$ cat config.mk
export PLATFORM = sky130hd
export DESIGN_NAME = gray_conv_pipe
export DESIGN_NICKNAME = d
export VERILOG_FILES = /design/src/rtl/gray_conv_pkg.sv /design/src/rtl/gray_conv_stage.sv /design/src/rtl/gray_conv_pipe.sv
export SDC_FILE = /design/constraint.sdc
export NUM_CORES = 1
export LEC_CHECK = 0
export CAP_MARGIN = 10
export CORE_ASPECT_RATIO = 0.7
export CORE_MARGIN = 4
export CORE_UTILIZATION = 55
export CTS_CLUSTER_SIZE = 12
export DETAILED_ROUTE_END_ITERATION = 7
export PLACE_DENSITY = 0.78
export SLEW_MARGIN = 15
export SYNTH_ARGS = -nofsm -noshare
export SYNTH_HDL_FRONTEND = slang
export SYNTH_SLANG_ARGS = --single-unit
export TNS_END_PERCENT = 50
$ cat constraint.sdc
create_clock -name clk -period 1.8 [get_ports clk]
set_input_delay 0.36 -clock clk [delete_from_list [all_inputs] [get_ports clk]]
set_output_delay 0.36 -clock clk [all_outputs]
set_load 0.02 [all_outputs]
$ cat src/rtl/gray_conv_pkg.sv
// Shared types and chunk bit-range math for the pipelined binary/Gray converter.
// The range helpers are used by the RTL generate loop and by the bench.
package gray_conv_pkg;

   typedef enum logic {MODE_B2G = 1'b0, MODE_G2B = 1'b1} conv_mode_e;

   function automatic int chunk_size(int width, int stages);
      return (width + stages - 1) / stages;
   endfunction

   // Highest bit resolved by stage k; negative means the stage has an empty chunk.
   function automatic int chunk_hi(int width, int stages, int k);
      return width - 1 - k * chunk_size(width, stages);
   endfunction

   function automatic int chunk_lo(int width, int stages, int k);
      int lo;
      lo = width - (k + 1) * chunk_size(width, stages);
      return (lo < 0) ? 0 : lo;
   endfunction

endpackage

$ cat src/rtl/gray_conv_stage.sv
// One pipeline register stage: handshake state plus resolution of its Gray-to-binary chunk.
// Stage 0 (FIRST) also performs the whole binary-to-Gray conversion.
module gray_conv_stage
   import gray_conv_pkg::*;
#(
   parameter int WIDTH = 32,
   parameter int LO    = 0,
   parameter int HI    = 31,
   parameter bit FIRST = 1'b0
) (
   input  logic             clk,
   input  logic             nrst,
   input  logic             clr,
   input  logic             load,
   input  logic             drain,
   input  logic [WIDTH-1:0] in_data,
   input  logic             in_mode,
   output logic             valid,
   output logic [WIDTH-1:0] data,
   output logic             mode
);

   logic [WIDTH-1:0] res;

   // Bits above HI are already binary, so each chunk bit folds in its upper neighbour.
   always_comb begin
      res = in_data;
      if (in_mode == MODE_B2G) begin
         if (FIRST) res = in_data ^ (in_data >> 1);
      end else begin
         for (int i = WIDTH - 2; i >= 0; i--) begin
            if (i >= LO && i <= HI) res[i] = in_data[i] ^ res[i+1];
         end
      end
   end

   always_ff @(posedge clk) begin
      if (!nrst) begin
         valid <= 1'b0;
         data  <= '0;
         mode  <= 1'b0;
      end else begin
         if (clr)        valid <= 1'b0;
         else if (load)  valid <= 1'b1;
         else if (drain) valid <= 1'b0;
         if (load && !clr) begin
            data <= res;
            mode <= in_mode;
         end
      end
   end

endmodule

$ cat src/rtl/gray_conv_pipe.sv
// Pipelined binary<->Gray converter with valid/ready on both sides and per-beat mode.
// Holds the combinational ready chain, flush handling and the stage array.
module gray_conv_pipe
   import gray_conv_pkg::*;
#(
   parameter int WIDTH  = 32,
   parameter int STAGES = 4
) (
   input  logic             clk,
   input  logic             nrst,
   input  logic             flush,
   input  logic             in_valid,
   output logic             in_ready,
   input  logic [WIDTH-1:0] in_data,
   input  logic             in_mode,
   output logic             out_valid,
   input  logic             out_ready,
   output logic [WIDTH-1:0] out_data,
   output logic             out_mode,
   output logic             busy
);

   logic [STAGES-1:0]            v;
   logic [STAGES-1:0]            adv;
   logic [STAGES-1:0]            load;
   logic [STAGES-1:0]            m;
   logic [STAGES-1:0][WIDTH-1:0] d;

   // A stage may move on when its successor is empty or moving on in the same cycle.
   always_comb begin
      adv[STAGES-1] = v[STAGES-1] & out_ready;
      for (int k = STAGES - 2; k >= 0; k--) begin
         adv[k] = v[k] & (~v[k+1] | adv[k+1]);
      end
   end

   assign in_ready = ~flush & (~v[0] | adv[0]);

   always_comb begin
      load[0] = in_valid & in_ready;
      for (int k = 1; k < STAGES; k++) begin
         load[k] = adv[k-1];
      end
   end

   for (genvar k = 0; k < STAGES; k++) begin : g_stage
      localparam int LO = chunk_lo(WIDTH, STAGES, k);
      localparam int HI = chunk_hi(WIDTH, STAGES, k);
      logic [WIDTH-1:0] sd;
      logic             sm;
      if (k == 0) begin : g_src_in
         assign sd = in_data;
         assign sm = in_mode;
      end else begin : g_src_prev
         assign sd = d[k-1];
         assign sm = m[k-1];
      end
      gray_conv_stage #(
         .WIDTH (WIDTH),
         .LO    (LO),
         .HI    (HI),
         .FIRST (k == 0)
      ) u_stage (
         .clk     (clk),
         .nrst    (nrst),
         .clr     (flush),
         .load    (load[k]),
         .drain   (adv[k]),
         .in_data (sd),
         .in_mode (sm),
         .valid   (v[k]),
         .data    (d[k]),
         .mode    (m[k])
      );
   end

   assign out_valid = v[STAGES-1];
   assign out_data  = d[STAGES-1];
   assign out_mode  = m[STAGES-1];
   assign busy      = |v;

   // Source must hold an offered beat stable until it is taken.
   logic             pend;
   logic [WIDTH-1:0] pend_data;
   logic             pend_mode;

   always_ff @(posedge clk) begin
      if (!nrst) begin
         pend      <= 1'b0;
         pend_data <= '0;
         pend_mode <= 1'b0;
      end else begin
         pend      <= in_valid & ~in_ready & ~flush;
         pend_data <= in_data;
         pend_mode <= in_mode;
      end
   end

   always_ff @(posedge clk) begin
      if (nrst && !flush && pend)
         assert (in_valid && in_data == pend_data && in_mode == pend_mode);
   end

endmodule

; Yosys cells after proc, flatten, opt, wreduce, memory -nomap -nowiden
; Cells that the tools add are included.
[op_classes]
muxes = 41
bitwise = 48
n_reduce_logical = 11
[ops]
columns = cell, n
row1 = $mux W1, 36
row2 = $xor A32 B31 Y32, 1
row3 = $xor A1 B1 Y1, 31
row4 = $mux W24, 1
row5 = $mux W8, 3
row6 = $reduce_bool A2 Y1, 4
row7 = $mux W7, 1
row8 = $and A1 B1 Y1, 6
row9 = $not A1 Y1, 6
row10 = $logic_and A1 B1 Y1, 4
row11 = $or A1 B1 Y1, 4
row12 = $reduce_or A4 Y1, 1
row13 = $reduce_or A2 Y1, 1
row14 = $logic_not A1 Y1, 1
[word_totals]
ff_bits = 136
in_bits = 38
out_inout_bits = 36
elab_cells = 112

; Depth between registers and ports, before layout
[depth]
word_depth = 16
depth_mapped = 7
depth_no_buf = 5

; By module
; Synthesis repeated with hierarchy kept, for this count alone.
[hier_totals]
hier_cells = 706
hier_area_um2 = 6015.8
[by_module_without_submodules]
columns = module, n_inst, cells_per_inst, area_each_um2, seq_area_each_um2
row1 = gray_conv_stage at g_stage[2].u_stage ..., 2, 166, 1390.1, 680.7
row2 = gray_conv_stage at g_stage[0].u_stage, 1, 197, 1819.2, 680.7
row3 = gray_conv_stage at g_stage[1].u_stage, 1, 166, 1346.3, 680.7
row4 = gray_conv_pipe, 1, 11, 70.1, 0.0

; Worst setup path after synthesis
; Ideal clock, no wire load.
[synth_timing]
path_type = reg-to-reg
from = register g_stage[3].u_stage.valid
to = register g_stage[0].u_stage.data[10]
setup_time_ps = 138
arrival_time_ps = 1853
t_required_ps = 1662
setup_slack_ps = -191
stages_incl_launch_ff = 7
path_buffers = 2
synth_period_minus_slack_ps = 1991
path_cell_list = dfxtp_1 > and4b_1 > a21oi_1 > and2_1 > buf_2 > buf_1 > a211oi_1
[synth_via]
elab_chain_cells = 11
word_cells_on_any_way = 12
classes_between = bitwise (11) / reduce/logical (1)
[synth_lines]
columns = item, line_no
row1 = from (decl), gray_conv_stage.sv:18  ; output logic valid,
row2 = from (signal assigned), gray_conv_stage.sv:39  ; valid <= 1'b0;
row3 = from (signal assigned), gray_conv_stage.sv:43  ; if (clr) valid <= 1'b0;
row4 = from (signal assigned), gray_conv_stage.sv:44  ; else if (load) valid <= 1'b1;
row5 = $and A1 B1 Y1 or $not A1 Y1 (tied branches), "gray_conv_pipe.sv:31, gray_conv_pipe.sv:33"
row6 = $or A1 B1 Y1 (*), gray_conv_pipe.sv:33  ; adv[k] = v[k] & (~v[k+1] | adv[k+1]);
row7 = $and A1 B1 Y1 (*), gray_conv_pipe.sv:33
row8 = $or A1 B1 Y1 (*), gray_conv_pipe.sv:33
row9 = $and A1 B1 Y1 (*), gray_conv_pipe.sv:33
row10 = $or A1 B1 Y1 (*), gray_conv_pipe.sv:33
row11 = $and A1 B1 Y1 (*), gray_conv_pipe.sv:33
row12 = $or A1 B1 Y1 (*), gray_conv_pipe.sv:37  ; assign in_ready = ~flush & (~v[0] | adv[0]);
row13 = $and A1 B1 Y1 (*), gray_conv_pipe.sv:37
row14 = via in_ready, gray_conv_pipe.sv:13  ; output logic in_ready,
row15 = $and A1 B1 Y1 (*), gray_conv_pipe.sv:40  ; load[0] = in_valid & in_ready;
row16 = $logic_and A1 B1 Y1 (*), gray_conv_stage.sv:46  ; if (load && !clr) begin
row17 = to (signal assigned), gray_conv_stage.sv:47  ; data <= res;
row18 = to (decl), gray_conv_stage.sv:19  ; output logic [WIDTH-1:0] data,
; The timed path passes the listed nets; every way through them passes the cells marked *.
; A chain may end at the register's enable or synchronous reset.

; Worst setup path after layout
[layout_timing]
from = register g_stage[3].u_stage.data[31]
to = output port out_data[31]
[layout_rtl]
columns = item, line_no
row1 = from (decl), gray_conv_stage.sv:19
row2 = from (signal assigned), gray_conv_stage.sv:47
row3 = to (decl), gray_conv_pipe.sv:18  ; output logic [WIDTH-1:0] out_data,
; No word-level cell between the ends.

==> metrics.yaml <==
worst_setup_path:
  cp_data_required_time_ns: 1.44
  cp.arrival_ns: 1.40
  crit_buf_inv: 1
  slowest_delay_ns: 0.62
  path_cells: "clkdlybuf4s50_1"
  cp_top_family: "buffers and inverters"
  crit_type: "flop to output port"
  startpoint_type: "flop"
  crit_fanout: 2
  cp-end-kind: "output port"
  slowest_stage: "clkdlybuf4s50_1"
sta:
  fmax_ghz: 0.568
  rsz0062_at_grt: "yes"
  worst_pin_slew_ns: 0.494
  setup_tns_ns: 0
  relSlewSlack: 0.670
  hold_ws_ns: 0.453
  slew_violations: 0
  finalHoldViolCount: 0
  period_minus_slack_ns: 1.76
  setup_violations: 0
  period_share: 0.978
  skew_ns: 0.0109
floorplan:
  io-pin-count: 74
  rows: 30
  die-height_um: 93.3
  die-area_um2: 12100
  initial_core_util: 0.577
  die_w_um: 130
  fp.coreArea_um2: 9910
clock_network:
  cts_sinks: 136
  insertion_delay_ns: 0.42
  path_clk_slew_ns: 0.06
  cts_tree: "yes"
  h-tree-depth: 4
  cts.hold.buffers_added: 0
  clockBufferDepth: 2
  cts_root_buffer: "clkbuf_16"
  cts_buffers: 17
pwr:
  comb_power_share: 0.096
  p_sw_frac: 0.237
  p_leak_nw: 2.74
  ir_drop_v: 0.000619
  clockPowerShare: 0.472
  seqPwrFrac: 0.433
  p_sw_mw: 1.71
  powerDensity_nw_per_um2: 934
  intPower_mw: 5.52
  report.power.total_mw: 7.23
synth:
  synth.largest_area_cell: "dfxtp_1"
  synth-edff-count: 0
  yosysWarnings: 0
  synth_top_area_share: 0.476
  synthArstFlopShare: 0
  syn_inst: 693
  synth-seq-cells: 136
  syn_area_um2: 5720
  ys_types: 38
  ys_seq_area_frac: 0.476
  synth_area_leaders: "dfxtp_1 48%, nand2_1 12%, a21oi_1 8.2%, xnor2_1 7.0%, a211oi_1 5.0%"
  ys.flop_type: "dfxtp_1"
  synth_area_per_cell_um2: 8.25
  syn-num-nets: 731
global_routing:
  antenna_found_initial: 0
  grt_max_degree: 70
  grt_pass1_wl_um: 22300
  first_global_vias: 4869
  grt_usage: 0.231
  overflow: 0
final_layout:
  antennaDiodeCount: 0
  area_growth_pct: 35.3
  final_util: 0.781
  final_common_cell: "nand2_1"
  layout_common_cells: "178 x nand2_1, 132 x dfxtp_1, 93 x a21oi_1"
  drive_above_1_share: 0.152
  layout.nets: 834
placed_design:
  place_congestion: 0.848
  io_buffers: 73
  hpwlAfterDp_um: 9460
hold_path:
  hold_path_class: "flop to flop"
detailed_routing:
  ant_nets: 0
  drc_errors: 0
  via_per_inst: 5.34
  vias: 5003
  wl_um: 13900
  firstDrtPassIters: 5
  wl_per_cell_um: 14.9
  drt_iter0_markers: 362
job:
  drv_cap: 0
run_status:
  status: "completed"
worst min-delay path: cells and delay by family, from the launching register on:
family | cells | cell delay (ns)
compound gates | 1 | 0.05
flops | 1 | 0.31
simple gates | 1 | 0.05
synthesized netlist by cell type (3+ instances only):
cell,number
xor2_1,20
xnor2_1,46
o21ai_0,11
buf_2,3
nand2_1,178
a21oi_1,94
clkbuf_1,41
dfxtp_1,136
a211oi_1,38
nor3b_1,3
buf_1,3
nor2b_1,26
nor3_1,3
inv_1,3
and2_1,3
a311oi_1,3
xnor3_1,4
nor2_1,52
cell type report:
cell class / count / area, um^2
Clock inverter: 14 / 151
Clock buffer: 18 / 439
Inverter: 4 / 16.3
Fill cell: 672 / 2170
Multi-Input combinational cell: 506 / 2900
Sequential cell: 136 / 2730
Timing Repair Buffer: 131 / 1340
Tap cell: 128 / 160
worst paths after layout:
path,slack [ns],end,cells after the start,from
hold reg to reg,0.45,g_stage[3].u_stage.data[19],2,g_stage[2].u_stage.data[19]
setup reg to reg,0.06,g_stage[1].u_stage.data[18],5,g_stage[0].u_stage.data[20]
hold / removal,0.45,g_stage[3].u_stage.data[19],2,g_stage[2].u_stage.data[19]
setup / recovery,0.04,out_data[31],1,g_stage[3].u_stage.data[31]
power by group through the flow:
stage / logic [mW] / registers, mW / clock network (mW)
2_1_floorplan: 0.382 / 3.18 / 0
3_3_place_gp: 0.621 / 3.18 / 0
3_5_place_dp: 0.647 / 3.19 / 0
4_1_cts: 0.654 / 3.12 / 3.44
5_1_grt: 0.743 / 3.13 / 3.59
6_report: 0.690 / 3.13 / 3.41
sequential cells by signal (all words and copies together), names as in the netlist:
name	flops
g_stage.u_stage.valid	4
g_stage.u_stage.data	128
g_stage.u_stage.mode	4
what timing repair did:
item                       CTS  global route
setup buffers                0             1
gates cloned                 0             2
gates resized for setup     10            23
pin swaps                    1             4
setup endpoints to repair    5            26
stage by stage:
step | worst slack, ns | cells | area (um^2)
detailed placement | -0.425 | 902 | 7000
finish | 0.0398 | 937 | 7740
CTS | 0.000520 | 934 | 7590
global placement | -0.386 | 902 | 7000
global route | -0.0389 | 937 | 7740
floorplan | 0.00856 | 693 | 5730
cell families after synthesis:
logic type	share of synthesized area
flops	0.476
compound gates	0.153
simple gates	0.214
mux	0.00175
buf+inv	0.0341
xor+xnor	0.121
routing by layer:
| metal | vias up | GRT usage | wire [um] |
|---|---|---|---|
| met4 | 0 | 0.0917 | 226 |
| met3 | 23 | 0.0542 | 706 |
| met1 | 2328 | 0.287 | 6250 |
| met5 | - | 0 | 0 |
| li1 | 2512 | - | - |
| met2 | 140 | 0.389 | 6760 |
No activity file was read; power rests on OpenSTA's default activity.
